[config.mk]
export PLATFORM = sky130hd
export DESIGN_NAME = deserializer
export DESIGN_NICKNAME = d
export VERILOG_FILES = /design/src/rtl/deserializer.sv
export SDC_FILE = /design/constraint.sdc
export NUM_CORES = 1
export LEC_CHECK = 0
export BUFFER_PORTS_ARGS = -buffer_cell sky130_fd_sc_hd__buf_2
export CAP_MARGIN = 40
export CORE_MARGIN = 5
export CORE_UTILIZATION = 55
export CTS_CLUSTER_DIAMETER = 120
export DETAILED_ROUTE_END_ITERATION = 6
export HOLD_SLACK_MARGIN = 0.06
export PLACE_DENSITY = 0.76
export SLEW_MARGIN = 30
export SYNTH_ARGS = -nofsm -noshare
export SYNTH_HDL_FRONTEND = slang
export SYNTH_SLANG_ARGS = --single-unit
[constraint.sdc]
create_clock -name clk_i -period 2.7 [get_ports clk_i]
set_input_delay 0.405 -clock clk_i [delete_from_list [all_inputs] [get_ports clk_i]]
set_output_delay 0.405 -clock clk_i [all_outputs]
set_load 0.01 [all_outputs]
[src/rtl/deserializer.sv]
// Serial-to-parallel receiver: collects MSB-first bursts into left-aligned words,
// tagging partial bursts with their bit count and discarding 1..2-bit runts.
module deserializer #(
  parameter int DATA_W     = 16,
  parameter int DATA_MOD_W = 4
) (
  input  logic                  clk_i,
  input  logic                  arst_i,
  input  logic                  ser_data_i,
  input  logic                  ser_data_val_i,
  output logic [DATA_W-1:0]     deser_data_o,
  output logic [DATA_MOD_W-1:0] deser_mod_o,
  output logic                  deser_val_o,
  output logic                  runt_o,
  output logic                  busy_o
);

  localparam logic [DATA_MOD_W:0] CNT_LAST = (DATA_MOD_W+1)'(DATA_W - 1);
  localparam logic [DATA_MOD_W:0] CNT_MIN  = (DATA_MOD_W+1)'(3);
  localparam logic [DATA_MOD_W:0] CNT_ONE  = (DATA_MOD_W+1)'(1);

  logic [DATA_MOD_W:0]   r_cnt;
  logic [DATA_W-1:0]     r_sr;
  logic [DATA_W-1:0]     r_data;
  logic [DATA_MOD_W-1:0] r_mod;
  logic                  r_val;
  logic                  r_runt;
  logic                  r_busy;

  logic [DATA_MOD_W-1:0] w_idx;
  logic [DATA_W-1:0]     w_sr_set;

  // With DATA_W == 2**DATA_MOD_W, DATA_W-1-cnt is just the bitwise inverse of cnt.
  always_comb begin
    w_idx           = ~r_cnt[DATA_MOD_W-1:0];
    w_sr_set        = r_sr;
    w_sr_set[w_idx] = ser_data_i;
  end

  always_ff @(posedge clk_i or posedge arst_i) begin
    if (arst_i) begin
      r_cnt  <= '0;
      r_sr   <= '0;
      r_data <= '0;
      r_mod  <= '0;
      r_val  <= 1'b0;
      r_runt <= 1'b0;
      r_busy <= 1'b0;
    end else begin
      r_val  <= 1'b0;
      r_runt <= 1'b0;
      if (ser_data_val_i) begin
        if (r_cnt == CNT_LAST) begin
          r_data <= w_sr_set;
          r_mod  <= '0;
          r_val  <= 1'b1;
          r_cnt  <= '0;
          r_sr   <= '0;
          r_busy <= 1'b0;
        end else begin
          r_sr   <= w_sr_set;
          r_cnt  <= r_cnt + CNT_ONE;
          r_busy <= 1'b1;
        end
      end else if (r_cnt != '0) begin
        // Burst ended early: emit a partial word or flag a runt.
        if (r_cnt >= CNT_MIN) begin
          r_data <= r_sr;
          r_mod  <= r_cnt[DATA_MOD_W-1:0];
          r_val  <= 1'b1;
        end else begin
          r_runt <= 1'b1;
        end
        r_cnt  <= '0;
        r_sr   <= '0;
        r_busy <= 1'b0;
      end
    end
  end

  assign deser_data_o = r_data;
  assign deser_mod_o  = r_mod;
  assign deser_val_o  = r_val;
  assign runt_o       = r_runt;
  assign busy_o       = r_busy;

endmodule

==> tab_implementation.tex <==
\begin{tabular}{lr}
\hline
Metric & Value \\
\hline
\multicolumn{2}{l}{\textbf{Status}} \\
Run status & completed \\
\multicolumn{2}{l}{\textbf{Yosys}} \\
Ys flop type & dfrtp\_1 \\
Count of mapped cells out of synthesis & 230 \\
Distinct cells, synth & 38 \\
Post-synthesis async set-or-reset flop share & 1.000 \\
Synth warnings & 0 \\
FF+latch count, synth & 44 \\
Top cell type's share of synthesized area & 0.4724 \\
Share of synthesized area occupied by flip-flops and latches & 0.4724 \\
Net count of the mapped netlist & 238 \\
Avg Synthesized Cell Area & 10.13 sq um \\
Top cells by area in the synthesized netlist & dfrtp\_1 (47\%), o21ai\_0 (6.4\%), mux2\_2 (6.3\%), mux2\_4 (5.8\%), nand2\_1 (4.2\%) \\
Number of enable-type register cells in the synthesized netlist & 0 \\
Netlist area before placement & around 2300 sq um \\
Cell type contributing the most total cell area after synthesis & dfrtp\_1 \\
\multicolumn{2}{l}{\textbf{Pwr}} \\
Net switching fraction of the power & 0.3655 \\
Switching power summed over all nets & 0.7241 mW \\
Power share of the sequential group & 0.435 \\
Combinational group share of total power & 0.355 \\
Clk pwr share & 0.210 \\
Power density of the placed cells & a little under 800 nW/um\^{}2 \\
Pint & 1.257 mW \\
Maximum resistive drop on vdd & roughly 530 uV \\
Leak Pwr & 1.247 nW \\
\multicolumn{2}{l}{\textbf{Timing}} \\
Clock Skew & 0.01633 ns \\
RSZ-0062 raised after global routing & no \\
Setup violators final & 0 \\
Total negative slack for setup checks & 0 ns \\
Max transition margin & 0.6386 \\
Minimum setup slack in the final design & roughly 0.33 ns \\
Transition time at the pin with the least slew margin & approximately 0.54 ns \\
Time the final worst path needs with I/O delays and setup & about 2.4 ns \\
Post-route clock period utilization & 0.8773 \\
Max-slew violation count & 0 \\
Maximum frequency from static timing analysis & 422.2 MHz \\
Final number of hold-violating endpoints & 0 \\
Worst slack on hold paths & 0.2029 ns \\
\multicolumn{2}{l}{\textbf{Clock network}} \\
TritonCTS Buffers & 5 \\
TritonCTS clock tree & built \\
Clock transition at the registers of the reported paths & 0.08 ns \\
Post-CTS sizing & 0 \\
Clk\_lat worst skew & 0.31 ns \\
TritonCTS sink count & 44 \\
Clock root buffer & clkbuf\_8 \\
CTS max path bufs & 2 \\
Maximum level of the CTS H-tree & 2 \\
Count of hold buffers inserted by post-cts repair & 0 \\
Post-CTS setup buffer count & 0 \\
\multicolumn{2}{l}{\textbf{Layout}} \\
Filler Cells Inserted & 357 \\
Most frequent standard cell in the layout excluding fill and tap cells & dfrtp\_1 \\
Ratio of cells with drive above 1 in the final layout & 0.2738 \\
Final-stage net count & 259 \\
Signed area change from the synthesized netlist to the final layout & 10.47\% \\
Antenna cells & 0 \\
Share of the core filled with cells & 0.6346 \\
Count of non-filler cells in the finished layout & between 300 and 400 \\
Highest-count cells in the layout ignoring fill and taps & dfrtp\_1 (44), o21ai\_0 (30), nand2\_1 (26), buf\_2 (26), inv\_1 (14) \\
Area occupied by multi-input gates & 1095 sq um \\
Sequential Area & 1101 sq um \\
\multicolumn{2}{l}{\textbf{Place}} \\
IO Port Bufs & 26 \\
Number of cells in the design after placement & between 200 and 300 \\
Pre-CTS setup slack & a little under 0.3 ns \\
Final Wtd Congestion & between 0.7 and 0.8 \\
Half-perimeter wire length after detailed placement & 3172 um \\
\multicolumn{2}{l}{\textbf{Detailed routing}} \\
Initial DRC Count & between 60 and 70 \\
Vias after detailed routing & roughly 1700 \\
Pre-Repair DR Iteration Count & 5 \\
Average routed wire per standard cell & 15.11 um \\
Number of DRC violations after detailed routing & 0 \\
Drt total wl & 4564 um \\
Routed via count divided by cell count & 5.636 \\
Remaining antenna violation count & 0 \\
\multicolumn{2}{l}{\textbf{Setup path}} \\
Startpoint type of the worst setup path & register \\
Critical Path Max Stage Delay & about 0.47 ns \\
Cell family with the largest share of critical-path delay & flip-flops \\
Crit path required time & 2.89 ns \\
Critical path capture point type & register \\
Type of the worst setup path & reg2reg \\
Endpoint arrival time on the critical path & 2.56 ns \\
Cell with the largest stage delay on the worst path & dfrtp\_1 \\
CP Buf/Inv Count & 2 \\
List of cells traversed by the critical path & inv\_1 -> ha\_1 -> nor4b\_4 -> a211oi\_4 -> a31oi\_4 -> buf\_4 -> mux2\_2 \\
Maximum net fanout on the critical path & 17 \\
\multicolumn{2}{l}{\textbf{GRT}} \\
Global-route wire length before repair & $\sim$8000 um \\
Initial antenna violation count & 0 \\
Pin count of the biggest net entering global routing & 45 \\
Number of global-route vias before repair & between 1500 and 2000 \\
Total overflow reported by the global router & 0 \\
Global-route usage over all layers & 0.1884 \\
\multicolumn{2}{l}{\textbf{Die}} \\
I/O pin cnt & 27 \\
Initial Utilization & 0.5745 \\
Die height & 75.10 um \\
Die outline width & 75.10 um \\
Die ar. & $\sim$5600 sq um \\
Number of placement rows & 23 \\
Area of the core & a little over 4000 sq um \\
\multicolumn{2}{l}{\textbf{Flow run}} \\
Max-cap viol count & 0 \\
\multicolumn{2}{l}{\textbf{Min path}} \\
Worst min-delay path category & in2async \\
\hline
\end{tabular}
## power by group through the flow
stage,registers [mW],logic [mW],clock network (mW)
after global routing,0.883,0.793,0.457
after detailed placement,0.876,0.711,0
after global placement,0.870,0.696,0
final,0.861,0.703,0.417
after floorplan,0.895,0.496,0
after CTS,0.863,0.712,0.428
## metal layers
metal,part of all wire,track usage
met1,0.48,0.2560
met2,0.46,0.2940
met3,0.039,0.04806
met4,0.016,0.06324
met5,0,0
## area by class of cell
| class | instances | area share |
|---|---|---|
| clock buffers | 5 | 0.02672 |
| clock inverters | 3 | 0.009232 |
| inverters | 15 | 0.02187 |
| multi-input cells | 154 | 0.4252 |
| flip-flops and latches | 44 | 0.4276 |
| well taps | 50 | 0.02430 |
| repair buffers | 31 | 0.06511 |
## synthesized netlist by cell type, types with 2 or more instances
cell type and instances:
o22ai_1 9, and2b_1 2, clkbuf_1 9, buf_2 6
or2_2 2, nand2b_1 3, o2bb2ai_1 2, nor2b_1 2
ha_1 4, nor2_1 2, dfrtp_1 44, mux2_2 13
inv_1 15, o21a_1 2, a22o_1 4, mux2_4 9
nand3_1 11, xnor2_1 2, and2_1 2, a21boi_0 2
a21o_1 4, nor3_1 2, a21oi_1 10, o21ai_0 30
nand2_1 26
## logic make-up after synthesis
logic type / Yosys count / share of synthesized area
mux: 22 / 0.1208
flops: 44 / 0.4724
buf+inv: 32 / 0.05958
fa+ha+maj: 4 / 0.02147
xor+xnor: 2 / 0.007516
compound gates: 70 / 0.1959
simple gates: 56 / 0.1224
## final timing paths
check                                     start                      endpoint  slack (ns)  depth (start not counted)
max reg2reg                r_cnt[0]$_DFFE_PP0P_  deser_data_o[10]$_DFFE_PP0P_        0.33                          7
max in group asynchronous                arst_i          r_cnt[3]$_DFFE_PP0P_        2.10                          3
min in group clk_i           busy_o$_DFFE_PP0P_            busy_o$_DFFE_PP0P_        0.48                          1
min                                      arst_i  deser_data_o[12]$_DFFE_PP0P_        0.20                          3
max                        r_cnt[0]$_DFFE_PP0P_  deser_data_o[10]$_DFFE_PP0P_        0.33                          7
min reg2reg                  busy_o$_DFFE_PP0P_            busy_o$_DFFE_PP0P_        0.48                          1
## state kept, by name (all words and copies together), names as in the netlist
register	count
runt_o	1
deser_val_o	1
r_cnt	5
busy_o	1
r_sr	16
deser_data_o	16
deser_mod_o	4
## per-stage QoR
stage                     cell area (sq um)  power [mW]
final                                  2575       1.981
after global routing                   2575       2.133
after CTS                              2571       2.003
after detailed placement               2479       1.587
after global placement                 2479       1.566
after floorplan                        2331       1.391
## worst register-to-register path: stages, from the launching register on
cell and delay [ns]:
dfrtp_1 0.47, inv_1 0.11, ha_1 0.36, nor4b_4 0.35
a211oi_4 0.12, a31oi_4 0.17, buf_4 0.30, mux2_2 0.37
Note: power is estimated with default switching activity, not from simulation.
